$ cat config.mk
export PLATFORM = sky130hd
export DESIGN_NAME = serial_rx_controller
export DESIGN_NICKNAME = d
export VERILOG_FILES = /design/src/rtl/serial_rx_controller.sv
export SDC_FILE = /design/constraint.sdc
export NUM_CORES = 1
export LEC_CHECK = 0
export CORE_MARGIN = 5
export CORE_UTILIZATION = 57
export DETAILED_ROUTE_END_ITERATION = 8
export PLACE_DENSITY = 0.85
export SYNTH_ARGS = -nofsm -noshare
export SYNTH_HDL_FRONTEND = slang
export SYNTH_SLANG_ARGS = --single-unit
$ cat constraint.sdc
create_clock -name clk -period 2.2 [get_ports clk]
set_input_delay 0.33 -clock clk [delete_from_list [all_inputs] [get_ports clk]]
set_output_delay 0.33 -clock clk [all_outputs]
set_load 0.02 [all_outputs]
$ cat src/rtl/serial_rx_controller.sv
// Oversampling UART-style receiver: tick divider, start/data/stop sequencing, valid/ready byte delivery.
// Optional even/odd parity bit and parity_err output when SERIAL_RX_PARITY_EN is defined.
module serial_rx_controller #(
    parameter int CLK_DIV      = 325,
    parameter int SAMPLE_RATIO = 16,
    parameter int DATA_BITS    = 8
`ifdef SERIAL_RX_PARITY_EN
    ,
    parameter bit PARITY_ODD   = 1'b0
`endif
) (
    input  logic                 clk,
    input  logic                 rst_n,
    input  logic                 din,
    output logic [DATA_BITS-1:0] rx_data,
    output logic                 rx_valid,
    input  logic                 rx_ready,
    output logic                 frame_err,
    output logic                 overrun,
    output logic                 busy
`ifdef SERIAL_RX_PARITY_EN
    ,
    output logic                 parity_err
`endif
);

    localparam int DIV_W = (CLK_DIV > 2) ? $clog2(CLK_DIV) : 1;
    localparam int SC_W  = $clog2(SAMPLE_RATIO);
    localparam int BC_W  = $clog2(DATA_BITS + 1);

    localparam logic [DIV_W-1:0] DIV_LAST = DIV_W'(CLK_DIV - 1);
    localparam logic [SC_W-1:0]  SC_HALF  = SC_W'(SAMPLE_RATIO / 2 - 1);
    localparam logic [SC_W-1:0]  SC_LAST  = SC_W'(SAMPLE_RATIO - 1);
    localparam logic [BC_W-1:0]  BC_LAST  = BC_W'(DATA_BITS - 1);

    typedef enum logic [2:0] {
        IDLE,
        START,
        DATA,
        STOP,
        WAIT_IDLE
`ifdef SERIAL_RX_PARITY_EN
        ,
        PARITY
`endif
    } state_t;

    state_t               state;
    logic                 din_meta;
    logic                 din_s;
    logic [DIV_W-1:0]     div_cnt;
    logic                 tick;
    logic [SC_W-1:0]      scount;
    logic [BC_W-1:0]      bitcnt;
    logic [DATA_BITS-1:0] shift;
`ifdef SERIAL_RX_PARITY_EN
    logic                 par_bit;

    function automatic logic parity_bad(input logic [DATA_BITS-1:0] d, input logic p);
        return ((^d) ^ p) != PARITY_ODD;
    endfunction
`endif

    assign tick = (div_cnt == DIV_LAST);
    assign busy = (state != IDLE);

    // din is asynchronous to clk; only the second flop feeds the FSM
    always_ff @(posedge clk or negedge rst_n) begin
        if (!rst_n) begin
            din_meta <= 1'b1;
            din_s    <= 1'b1;
            div_cnt  <= '0;
        end else begin
            din_meta <= din;
            din_s    <= din_meta;
            div_cnt  <= tick ? '0 : div_cnt + 1'b1;
        end
    end

    always_ff @(posedge clk or negedge rst_n) begin
        if (!rst_n) begin
            state     <= IDLE;
            scount    <= '0;
            bitcnt    <= '0;
            shift     <= '0;
            rx_data   <= '0;
            rx_valid  <= 1'b0;
            frame_err <= 1'b0;
            overrun   <= 1'b0;
`ifdef SERIAL_RX_PARITY_EN
            par_bit    <= 1'b0;
            parity_err <= 1'b0;
`endif
        end else begin
            frame_err <= 1'b0;
            overrun   <= 1'b0;
`ifdef SERIAL_RX_PARITY_EN
            parity_err <= 1'b0;
`endif
            if (rx_valid && rx_ready)
                rx_valid <= 1'b0;

            if (tick) begin
                case (state)
                    IDLE: begin
                        if (!din_s) begin
                            state  <= START;
                            scount <= '0;
                        end
                    end
                    START: begin
                        if (scount == SC_HALF) begin
                            scount <= '0;
                            bitcnt <= '0;
                            state  <= din_s ? IDLE : DATA;
                        end else begin
                            scount <= scount + 1'b1;
                        end
                    end
                    DATA: begin
                        if (scount == SC_LAST) begin
                            shift  <= {din_s, shift[DATA_BITS-1:1]};
                            scount <= '0;
                            bitcnt <= bitcnt + 1'b1;
                            if (bitcnt == BC_LAST)
`ifdef SERIAL_RX_PARITY_EN
                                state <= PARITY;
`else
                                state <= STOP;
`endif
                        end else begin
                            scount <= scount + 1'b1;
                        end
                    end
`ifdef SERIAL_RX_PARITY_EN
                    PARITY: begin
                        if (scount == SC_LAST) begin
                            par_bit <= din_s;
                            scount  <= '0;
                            state   <= STOP;
                        end else begin
                            scount <= scount + 1'b1;
                        end
                    end
`endif
                    STOP: begin
                        if (scount == SC_LAST) begin
                            scount <= '0;
                            // a low stop bit outranks every other outcome of the frame
                            if (!din_s) begin
                                frame_err <= 1'b1;
                                state     <= WAIT_IDLE;
`ifdef SERIAL_RX_PARITY_EN
                            end else if (parity_bad(shift, par_bit)) begin
                                parity_err <= 1'b1;
                                state      <= IDLE;
`endif
                            end else begin
                                state <= IDLE;
                                if (!rx_valid || rx_ready) begin
                                    rx_data  <= shift;
                                    rx_valid <= 1'b1;
                                end else begin
                                    overrun <= 1'b1;
                                end
                            end
                        end else begin
                            scount <= scount + 1'b1;
                        end
                    end
                    WAIT_IDLE: begin
                        if (din_s)
                            state <= IDLE;
                    end
                    default: state <= IDLE;
                endcase
            end
        end
    end

endmodule

# ---- Word-level counts from Yosys, hierarchy flattened
# Cells that the tools add are included.
dict set report op_classes {
  n_addsub 3
  n_eq_ne 14
  mux 32
  reduce_logical 13
}
# op count
set op_table {}
lappend op_table {{two-way mux 3 bit} 7}
lappend op_table {{two-way mux 4 bit} 5}
lappend op_table {{two-way mux 1 bit} 15}
lappend op_table {{one-hot mux 3 bit (5 select lines)} 1}
lappend op_table {{inequality test 2 bit (second input constant)} 6}
lappend op_table {{one-hot mux 4 bit (3 select lines)} 1}
lappend op_table {{adder 9 x 1 -> 9 bit (second input constant)} 1}
lappend op_table {{== test 9 bit (second input constant)} 1}
lappend op_table {{two-way mux 9 bit} 1}
lappend op_table {{adder 4 x 1 -> 4 bit (second input constant)} 2}
lappend op_table {{== test 4 x 3 -> 1 bit (second input constant)} 2}
lappend op_table {{one-hot mux 4 bit (2 select lines)} 1}
lappend op_table {{AND reduction 7 bit} 1}
lappend op_table {{== test 3 x 2 -> 1 bit (second input constant)} 2}
lappend op_table {{AND reduction 3 bit} 2}
lappend op_table {{nonzero test 3 bit} 2}
lappend op_table {{AND reduction 5 bit} 1}
lappend op_table {{== test 4 bit (second input constant)} 1}
lappend op_table {{AND reduction 4 bit} 1}
lappend op_table {{== test 3 x 1 -> 1 bit (second input constant)} 1}
lappend op_table {{== test 3 bit (second input constant)} 1}
lappend op_table {{zero test 3 bit} 1}
lappend op_table {{two-way mux 2 bit} 1}
lappend op_table {{nonzero test 2 bit} 1}
lappend op_table {{4 further kinds} 4}
dict set report totals {
  ff_bits 41
  inputBits 4
  output_inout_bits 12
  word_cells 73
}

# ---- Longest topological paths before layout
# Gate-level depths: netlist (run 1).
dict set report depth {
  ltp_word 7
  mapped_depth 7
  ltp_nobuf 6
}

# ---- Least setup slack after synthesis (run 1)
# OpenSTA, ideal clock, no wires.
dict set report synth_timing {
  path_kind {register to register}
  startpoint {reg scount[0]}
  endpoint {reg shift[0]}
  setup_ns 0.125
  arrival_time_ns 1.741
  required_time_ns 2.075
  slack_ns 0.334
  stages_incl_launch_ff 8
  path_buffers 2
  period_less_slack_ns 1.866
  cell_sequence {dfrtp_1 ha_1 and2_1 clkbuf_2 nand4b_1 or3_1 buf_6 mux2_4}
}
dict set report synth_via {
  elab_chain_cells 2
}
# element line
set synth_rtl {}
lappend synth_rtl {{start: declaration} 53} ;# logic [SC_W-1:0] scount;
lappend synth_rtl {{start signal: assignment} 117} ;# scount <= scount + 1'b1;
lappend synth_rtl {{start signal: assignment} 132} ;# scount <= scount + 1'b1;
lappend synth_rtl {{start signal: assignment} 168} ;# scount <= scount + 1'b1;
lappend synth_rtl {{== test 4 bit} 121} ;# if (scount == SC_LAST) begin
lappend synth_rtl {{AND reduction 3 bit (no source line)} -}
lappend synth_rtl {{end signal: assignment} 122} ;# shift <= {din_s, shift[DATA_BITS-1:1]};
lappend synth_rtl {{end: declaration} 55} ;# logic [DATA_BITS-1:0] shift;
# No other way between the ends.
# A chain may end at the register's enable or synchronous reset.

# ---- Final worst setup path (run 1)
dict set report layout_timing {
  startpoint {reg state[1]}
  endpoint {out busy}
}
dict set report layout_via {
  elab_chain_cells 1
}
# element line
set layout_rtl {}
lappend layout_rtl {{start: declaration} 48} ;# state_t state;
lappend layout_rtl {{start signal: assignment} 115} ;# state <= din_s ? IDLE : DATA;
lappend layout_rtl {{nonzero test 3 bit} 65} ;# assign busy = (state != IDLE);
lappend layout_rtl {{end: declaration} 20} ;# output logic busy
# No other way between the ends.

==> results_dict.tcl, run 1 <==
set metrics [dict create \
    synth_xor_xnor_area_share_pct 3.433 \
    met2WireLength_um 1902 \
    seqCellArea_um2 1031 \
    crit_fanout 15 \
    endpoint_kind "primary output" \
    ys_seq_area_share_pct 50.40 \
    worstMarginPinSlew_ns 0.8752 \
    drv_slew 0 \
    min_path_type "in2async" \
    antenna_found_initial 0 \
    synthTopCellsByArea "dfrtp_1 (48%), mux2_2 (6.1%), mux2_4 (5.9%)" \
    fin_crit_ns 2.144 \
    finalSetupViolCount 0 \
    syn-num-nets 177 \
    grt_pass1_vias 1389 \
    m1WireLength_um 1572 \
    syn_inst 169 \
    hold_viol 0 \
    nets 196 \
    fillers 246 \
    yosys.area.top_type "dfrtp_1" \
    multi_input_area_um2 958.4 \
    synth_edf_count 0 \
    drive_gt1_share_pct 24.87 \
    finalClockSkew_ns 0.01062 \
    fin_util_pct 68.62 \
    synthAdderAreaFrac_pct 2.452 \
    max_freq_mhz 466.5 \
    postRouteAntennaNets 0 \
    post_cts_buffers 0 \
    core_area_um2 3390 \
    insertion_delay_ns 0.36 \
    post-synth-top-count-cell "dfrtp_1" \
    avgSynthCellArea_um2 12.08 \
    synth_top_family_by_area "simple AND/OR/NAND/NOR gates" \
    cap_viol_max_count 0 \
    cpPeakStageDelay_ns 0.54 \
    rows 21 \
    grt_max_degree 42 \
    grt.total_usage_pct 16.70 \
    crit_slowest_cell "clkdlybuf4s50_1" \
    tritoncts "built" \
    synthMuxAreaShare_pct 12.45 \
    yosysWarnings 0 \
    area_delta_synth_final_pct 13.98 \
    ios 16 \
    start_util_pct 60.21 \
    synth-main-ff-cell "dfrtp_1" \
    syn_area_um2 2041 \
    dr.max_layer_used "met4" \
    dieWidth_um 69.84 \
    met3_length_um 169 \
    peakVddDrop_v 0.0003404 \
    avgRoutedWirePerCell_um 15.84 \
    synthArstFlopShare_pct 100.0 \
    relSlewSlack_pct 41.66 \
    criticalPathCategory "reg2out" \
    cts_inserted_buffers 5 \
    drtIter0Drc 55 \
    required_ns 1.87 \
    die_area_um2 4877 \
    portBuffers 15 \
    netlist.area_leader.share_pct 47.82 \
    clock_tree.root_cell "clkbuf_4" \
    rsz0062_at_grt "false" \
    total_power_mw 1.298 \
    critPathLaunchType "flop" \
    drc 0 \
    synth-simple-area-share_pct 22.26 \
    post_drt_via_cell_ratio 5.779 \
    die_y_um 69.84 \
    grt_pass1_wl_um 6492 \
    vias 1358 \
    synth_seq_cells 41 \
    power_density_nw_per_um2 557.9 \
    leakage_nw 1.043 \
    synth_cell_type_count 45 \
    synth_common_cells "dfrtp_1 (39), nor2_1 (12), mux2_2 (11)" \
    grt_overflow 0 \
    routabilityCongestion 0.8972 \
    cts.sinks 41 \
    clockBufferDepth 2 \
    synth_compound_gate_area_share_pct 6.131 \
    wl_um 3723 \
    htree_levels 2 \
    timing.setup.tns_ns 0 \
    drt-pass1-iter-count 4 \
    outcome "complete, no violations" \
    finalCritPeriodShare_pct 97.45 \
    cp_cell_sequence "or3_1, clkdlybuf4s50_1" \
    num_antenna_cells 0 \
    hpwl_um 2745 \
    clkTransAtPathRegs_ns 0.12 \
    critical_path_arrival_ns 1.81 \
]
[per-stage QoR]
stage	hold slack [ns]	setup WS [ns]	cell area, µm²	cells
2_1_floorplan	0.03441	0.3342	2041	169
4_1_cts	0.08750	0.04102	2321	235
6_report	0.06781	0.05620	2326	235
3_5_place_dp	0.3517	0.1036	2230	227
5_1_grt	0.1466	0.008629	2326	235
3_3_place_gp	0.3464	0.1643	2230	227
[placed cells by master, fill, tap and decap left out, types with 3 or more instances in the layout]
cell             synthesis  routed
xnor2_1                  8       8
nand4b_1                 4       4
nand3_1                  8       8
nor3_1                   4       4
nand2b_1                 4       4
dfrtp_1                 39      37
nand2_1                  7       7
buf_4                    0       4
nor2_1                  12      12
nand4_1                  3       3
ha_1                     4       4
clkbuf_4                 0       5
inv_1                    4       4
clkdlybuf4s50_1          0      14
mux2_4                   8       8
nor2b_1                  5       5
o21ai_0                  3       3
mux2_2                  11      11
[worst max-delay path, delay by kind of cell (launching register included)]
kind                   cells  cell delay, ns
flip-flops                 1            0.52
buffers and inverters      1            0.54
AND/OR/NAND/NOR            1            0.40
[cell families (layout without fill, tap and decap cells)]
group	Yosys count	count (layout)
multiplexers	20	20
flip-flops	41	41
buffers and inverters	11	31
adder cells (fa/ha/maj)	4	4
AO/OA/AOI/OAI	16	16
AND/OR/NAND/NOR	69	69
XOR/XNOR	8	8
[power by group]
group / switching (mW) / total (mW) / internal (mW)
combinational: 0.0152 / 0.0209 / 0.00567
sequential: 0.00191 / 0.759 / 0.757
clock: 0.248 / 0.518 / 0.270
total: 0.265 / 1.30 / 1.03
[state kept, by name (all words and copies together), names as in the netlist]
signal     count
din_meta       1
rx_data        8
frame_err      1
overrun        1
shift          8
scount         4
div_cnt        9
bitcnt         4
din_s          1
rx_valid       1
state          3
[layout make-up]
type                            instances  area share, %
Clock buffer                            6          2.205
Clock inverter                          2          1.614
Inverter                                4         0.6455
Multi-Input combinational cell        117          41.20
Sequential cell                        41          44.32
Tap cell                               46          2.474
Timing Repair Buffer                   19          7.531
[per-layer routing]
metal,track usage (%),vias up
met5,0,-
met1,20.00,672
li1,-,650
met2,28.12,29
met4,7.660,0
met3,4.058,7
[worst paths after layout]
check / from / endpoint / slack [ns] / depth (start not counted)
max in group asynchronous: rst_n / state[1] / 1.51 / 1
min in group clk: din_meta / din_s / 0.35 / 0
min: rst_n / rx_valid / 0.07 / 1
min reg2reg: din_meta / din_s / 0.35 / 0
max: state[1] / busy / 0.06 / 2
max reg2reg: scount[0] / state[0] / 0.10 / 6
[repair_timing]
item                                   4_1_cts  5_1_grt
gates resized for setup                      2        1
setup endpoints to repair                    1        8
hold buffers                                 0        0
endpoints found under the hold margin        0        0
No activity file was read; power rests on OpenSTA's default activity.
==> inputs of run 2 (changes only) <==
Settings changed: CTS_CLUSTER_SIZE from default to 30, PLACE_DENSITY 0.85 to 0.78.
==> results_dict.tcl, run 2 (synthesis gave the netlist of run 1 again) <==
set metrics [dict create \
    outcome "complete, no violations" \
    core_area_um2 3390 \
    portBuffers 15 \
    antenna_found_initial 0 \
    drc 0 \
    crit_slowest_cell "or3_1" \
    finalClockSkew_ns 0.008699 \
    grt.total_usage_pct 16.24 \
    grt_max_degree 42 \
    grt_pass1_vias 1311 \
    clock_tree.root_cell "clkbuf_4" \
    grt_overflow 0 \
    power_frac_clock_pct 39.0 \
    cts.sinks 41 \
    rsz0062_at_grt "false" \
    wl_um 3687 \
    power_density_nw_per_um2 548.1 \
    nets 198 \
    fin_crit_ns 2.027 \
    fillers 224 \
    drt-pass1-iter-count 4 \
    cpPeakStageDelay_ns 0.54 \
    timing.setup.tns_ns 0 \
    hold_viol 0 \
    post_drt_via_cell_ratio 5.726 \
    required_ns 2.44 \
    regMostFlops "div_cnt" \
    critical_path_arrival_ns 2.27 \
    switching_power_uw 245.2 \
    place_ws_ns 0.2034 \
    hpwl_um 2611 \
    critPathLaunchType "flop" \
    worstMarginPinSlew_ns 0.8628 \
    mostFrequentLayoutCells "dfrtp_1 (38), clkdlybuf4s50_1 (13), nor2_1 (12)" \
    pwr-share-comb_pct 1.6 \
    ios 16 \
    post_cts_buffers 0 \
    place_area_um2 2245 \
    die_y_um 69.84 \
    drive_gt1_share_pct 24.08 \
    criticalPathCategory "reg2reg" \
    sequentialPowerShare_pct 59.3 \
    fin_util_pct 68.84 \
    finalCritPeriodShare_pct 92.15 \
    switching_share_pct 19.17 \
    layout_commonest_cell "dfrtp_1" \
    tritoncts "built" \
    drv_slew 0 \
    num_antenna_cells 0 \
    crit_fanout 8 \
    area_delta_synth_final_pct 14.35 \
    clockBufferDepth 2 \
    drtIter0Drc 61 \
    die_area_um2 4877 \
    max_freq_mhz 493.2 \
    cp_cell_sequence "nor4b_4, nand4_1, or3_1, mux2_4" \
    avgRoutedWirePerCell_um 15.56 \
    peakVddDrop_v 0.0003028 \
    endpoint_kind "flop" \
    hold_ws_ns 0.08637 \
    htree_levels 2 \
    finalSetupViolCount 0 \
    grt_pass1_wl_um 6348 \
    relSlewSlack_pct 42.48 \
    path_delay_family "simple AND/OR/NAND/NOR gates" \
    largest_reg_flops 9 \
    vias 1357 \
    postRouteAntennaNets 0 \
    insertion_delay_ns 0.34 \
    start_util_pct 60.21 \
    top_regs "div_cnt: 9 flops, rx_data: 8 flops, shift: 8 flops" \
    dieWidth_um 69.84 \
    leakage_nw 1.072 \
    fin_ws_ns 0.1726 \
    clkTransAtPathRegs_ns 0.11 \
    design_area_um2 2333 \
    min_path_type "in2async" \
    cp_num_buf_inv 0 \
    rows 21 \
    internal-power_mw 1.034 \
    cap_viol_max_count 0 \
    cts_inserted_buffers 5 \
    routabilityCongestion 0.8817 \
]
-- run 2: cell count changes in the layout (fill, tap and decap cells not counted), sizes merged --
cell / change
clkdlybuf4s50: -1
clkbuf: +1
buf: +2
dlymetal6s2s: +1
clkinvlp: -1
-- run 2: path summary, 6_finish.rpt --
| path | from | endpoint | slack (ns) | cells past startpoint |
|---|---|---|---|---|
| setup / recovery | div_cnt[4] | shift[0] | 0.17 | 4 |
| max in group asynchronous | rst_n | state[1] | 1.53 | 1 |
| min in group clk | din_meta | din_s | 0.37 | 0 |
| hold / removal | rst_n | div_cnt[2] | 0.09 | 1 |
| setup reg to reg | div_cnt[4] | shift[0] | 0.17 | 4 |
| hold reg to reg | din_meta | din_s | 0.37 | 0 |
-- run 2: final cells by class --
type                       instances  area (µm²)  share of cell area (%)
clock buffer                       7       55.05                   2.359
clock inverter                     1       30.03                   1.287
inverter                           4       15.01                  0.6434
multi-input combinational        117       953.4                   40.86
sequential                        41        1030                   44.13
tap                               46       57.56                   2.466
timing repair buffer              21       192.7                   8.257
-- run 2: per-layer routing --
| metal | up-vias | share of wire [%] | global-route usage [%] |
|---|---|---|---|
| li1 | 651 | - | - |
| met1 | 667 | 45 | 21.41 |
| met2 | 31 | 49 | 24.55 |
| met3 | 8 | 4.8 | 4.928 |
| met4 | 0 | 1.9 | 7.234 |
| met5 | - | 0 | 0 |
-- run 2: what timing repair did --
| action | CTS | global route |
|---|---|---|
| resized for setup | 1 | 1 |
| endpoints found under the setup margin | 1 | 1 |
| hold buffers | 0 | 0 |
-- run 2: through the flow --
step	total power, mW	instances
floorplan	0.7754	169
global placement	0.7946	229
detailed placement	0.7952	229
CTS	1.295	237
global route	1.341	237
finish	1.279	237
-- run 2: worst register-to-register path: stages (launching register included) --
cell	delay, ns
dfrtp_1	0.49
nor4b_4	0.37
nand4_1	0.15
or3_1	0.54
mux2_4	0.38
-- run 2: power groups by stage --
stage | logic, mW | clock network (mW) | registers [mW]
after floorplan | 0.00287 | 0 | 0.773
after global placement | 0.0213 | 0 | 0.773
after detailed placement | 0.0218 | 0 | 0.773
after CTS | 0.0220 | 0.514 | 0.759
after global routing | 0.0250 | 0.556 | 0.760
final | 0.0206 | 0.499 | 0.759
==> inputs of run 3 (changes only) <==
Settings changed: ABC_AREA from default to 1.
==> results_dict.tcl, run 3 <==
set metrics [dict create \
    htree_levels 2 \
    grt_overflow 0 \
    grt_pass1_vias 1453 \
    peakVddDrop_v 0.0004728 \
    clock_tree.root_cell "clkbuf_4" \
    required_ns 1.87 \
    drv_slew 0 \
    core_area_um2 3363 \
    post_cts_buffers 0 \
    grt_pass1_wl_um 6672 \
    postRouteAntennaNets 0 \
    layout_commonest_cell "nand2_1" \
    drc 0 \
    synthTopCellsByArea "dfrtp_1 (49%), nand2_1 (14%), nand3_1 (7.2%)" \
    netlist.area_leader.share_pct 48.60 \
    portBuffers 15 \
    synth_edf_count 0 \
    synth_common_cells "nand2_1 (74), dfrtp_1 (39), nand3_1 (29), nor2_1 (22), inv_1 (18)" \
    cts_inserted_buffers 5 \
    cts_resized 0 \
    cap_viol_max_count 0 \
    post-synth-top-count-cell "nand2_1" \
    drtIter0Drc 47 \
    finalClockSkew_ns 0.007489 \
    dieWidth_um 69.36 \
    cpPeakStageDelay_ns 0.54 \
    design_area_um2 2310 \
    grt_max_degree 19 \
    critical_path_arrival_ns 1.66 \
    num_antenna_cells 0 \
    rsz0062_at_grt "false" \
    antenna_found_initial 0 \
    crit_slowest_cell "clkdlybuf4s50_1" \
    power_density_nw_per_um2 561.5 \
    avgRoutedWirePerCell_um 11.50 \
    yosysWarnings 0 \
    top_regs "div_cnt: 9 flops, rx_data: 8 flops, shift: 8 flops" \
    leakage_nw 1.173 \
    hpwl_um 2733 \
    finalCritPeriodShare_pct 90.37 \
    finalNonFillerCells 315 \
    regMostFlops "div_cnt" \
    clockBufferDepth 2 \
    fillers 297 \
    fin_crit_ns 1.988 \
    endpoint_kind "primary output" \
    tritoncts "built" \
    die_y_um 69.36 \
    drive_gt1_share_pct 14.50 \
    hold_ws_ns 0.3718 \
    start_util_pct 59.71 \
    finalSetupViolCount 0 \
    criticalPathCategory "reg2out" \
    grt.total_usage_pct 16.72 \
    multi_input_area_um2 855.8 \
    syn_area_um2 2008 \
    nets 276 \
    ios 16 \
    cp_cell_sequence "nor2_1, nand2_1, clkdlybuf4s50_1" \
    vias 1558 \
    synth_seq_cells 41 \
    place_area_um2 2211 \
    routabilityCongestion 0.8138 \
    synthArstFlopShare_pct 100.0 \
    cts.sinks 41 \
    syn-num-nets 253 \
    rows 21 \
    seqCellArea_um2 1028 \
    insertion_delay_ns 0.34 \
    min_path_type "reg2reg" \
    ys_seq_area_share_pct 51.21 \
    synth-main-ff-cell "dfrtp_1" \
    area_delta_synth_final_pct 15.02 \
    holdBufCountCts 1 \
    worstMarginPinSlew_ns 0.3694 \
    wl_um 3622 \
    avgSynthCellArea_um2 8.197 \
    crit_fanout 6 \
    relSlewSlack_pct 75.29 \
    drt-pass1-iter-count 4 \
    largest_reg_flops 9 \
    critPathLaunchType "flop" \
    yosys.area.top_type "dfrtp_1" \
    outcome "complete, no violations" \
    clkTransAtPathRegs_ns 0.12 \
    post_drt_via_cell_ratio 4.946 \
    total_power_mw 1.297 \
    dp.cells 306 \
    syn_inst 245 \
    synth_cell_type_count 27 \
    die_area_um2 4810 \
    hold_viol 0 \
    max_freq_mhz 503.0 \
    timing.setup.tns_ns 0 \
    mostFrequentLayoutCells "nand2_1 (74), dfrtp_1 (39), nand3_1 (29)" \
]
run 3: changes by cell type after synthesis, sizes merged, moves of 7 or more:
cell,before,now
nand2,7,81
xnor2,8,1
inv,4,25
nand3,10,30
nor2,12,26
o21ai,3,15
mux2,19,0
a21oi,1,8
run 3: cells by family (layout without fill, tap and decap cells):
kind of cell | count (synthesis) | in the layout | share of synthesized area (%)
xor gates and xnor gates | 4 | 4 | 1.745
AOI/OAI and AO/OA | 23 | 23 | 6.293
DFF | 41 | 41 | 51.22
and+or+nand+nor | 143 | 143 | 32.09
adders and majority gates | 4 | 4 | 2.492
buffers and inverters | 30 | 54 | 6.168
run 3: final cells by class:
type / count / share of cell area (%)
Sequential cell: 41 / 44.53
Multi-Input combinational cell: 174 / 37.05
Timing Repair Buffer: 19 / 7.692
Inverter: 27 / 4.388
Tap cell: 46 / 2.492
Clock buffer: 6 / 2.221
Clock inverter: 2 / 1.625
run 3: worst paths after layout:
path	from	to	slack, ns	cells after the start
max	state[1]	busy	0.21	3
min	din_meta	din_s	0.37	0
max reg2reg	scount[0]	state[1]	0.49	8
min reg2reg	din_meta	din_s	0.37	0
max in group asynchronous	rst_n	din_s	1.18	3
min in group asynchronous	rst_n	frame_err	0.41	2
run 3: stage by stage:
stage	setup slack, ns	utilization, %
finish	0.2118	68.68
CTS	0.2061	68.68
global placement	0.5601	65.74
global route	0.1070	68.68
detailed placement	0.5175	65.74
floorplan	0.7578	-
run 3: routing by layer:
metal | share of wire [%] | wire length [µm] | vias up | track usage [%]
met1 | 49 | 1785 | 714 | 24.30
met4 | 0.99 | 36 | 0 | 5.206
met3 | 2.7 | 97 | 5 | 3.623
li1 | - | - | 828 | -
met5 | 0 | 0 | - | 0
met2 | 47 | 1703 | 11 | 24.89
run 3: worst max-delay path: cells and delay by family (launching register included):
kind / cells / cell delay, ns
buf+inv: 1 / 0.54
flops: 1 / 0.49
simple gates: 2 / 0.29
run 3: power breakdown:
group,internal (mW),switching [mW],leakage (nW)
Clock,0.270,0.244,0.0445
Combinational,0.00793,0.0171,0.577
Sequential,0.757,0.00144,0.552
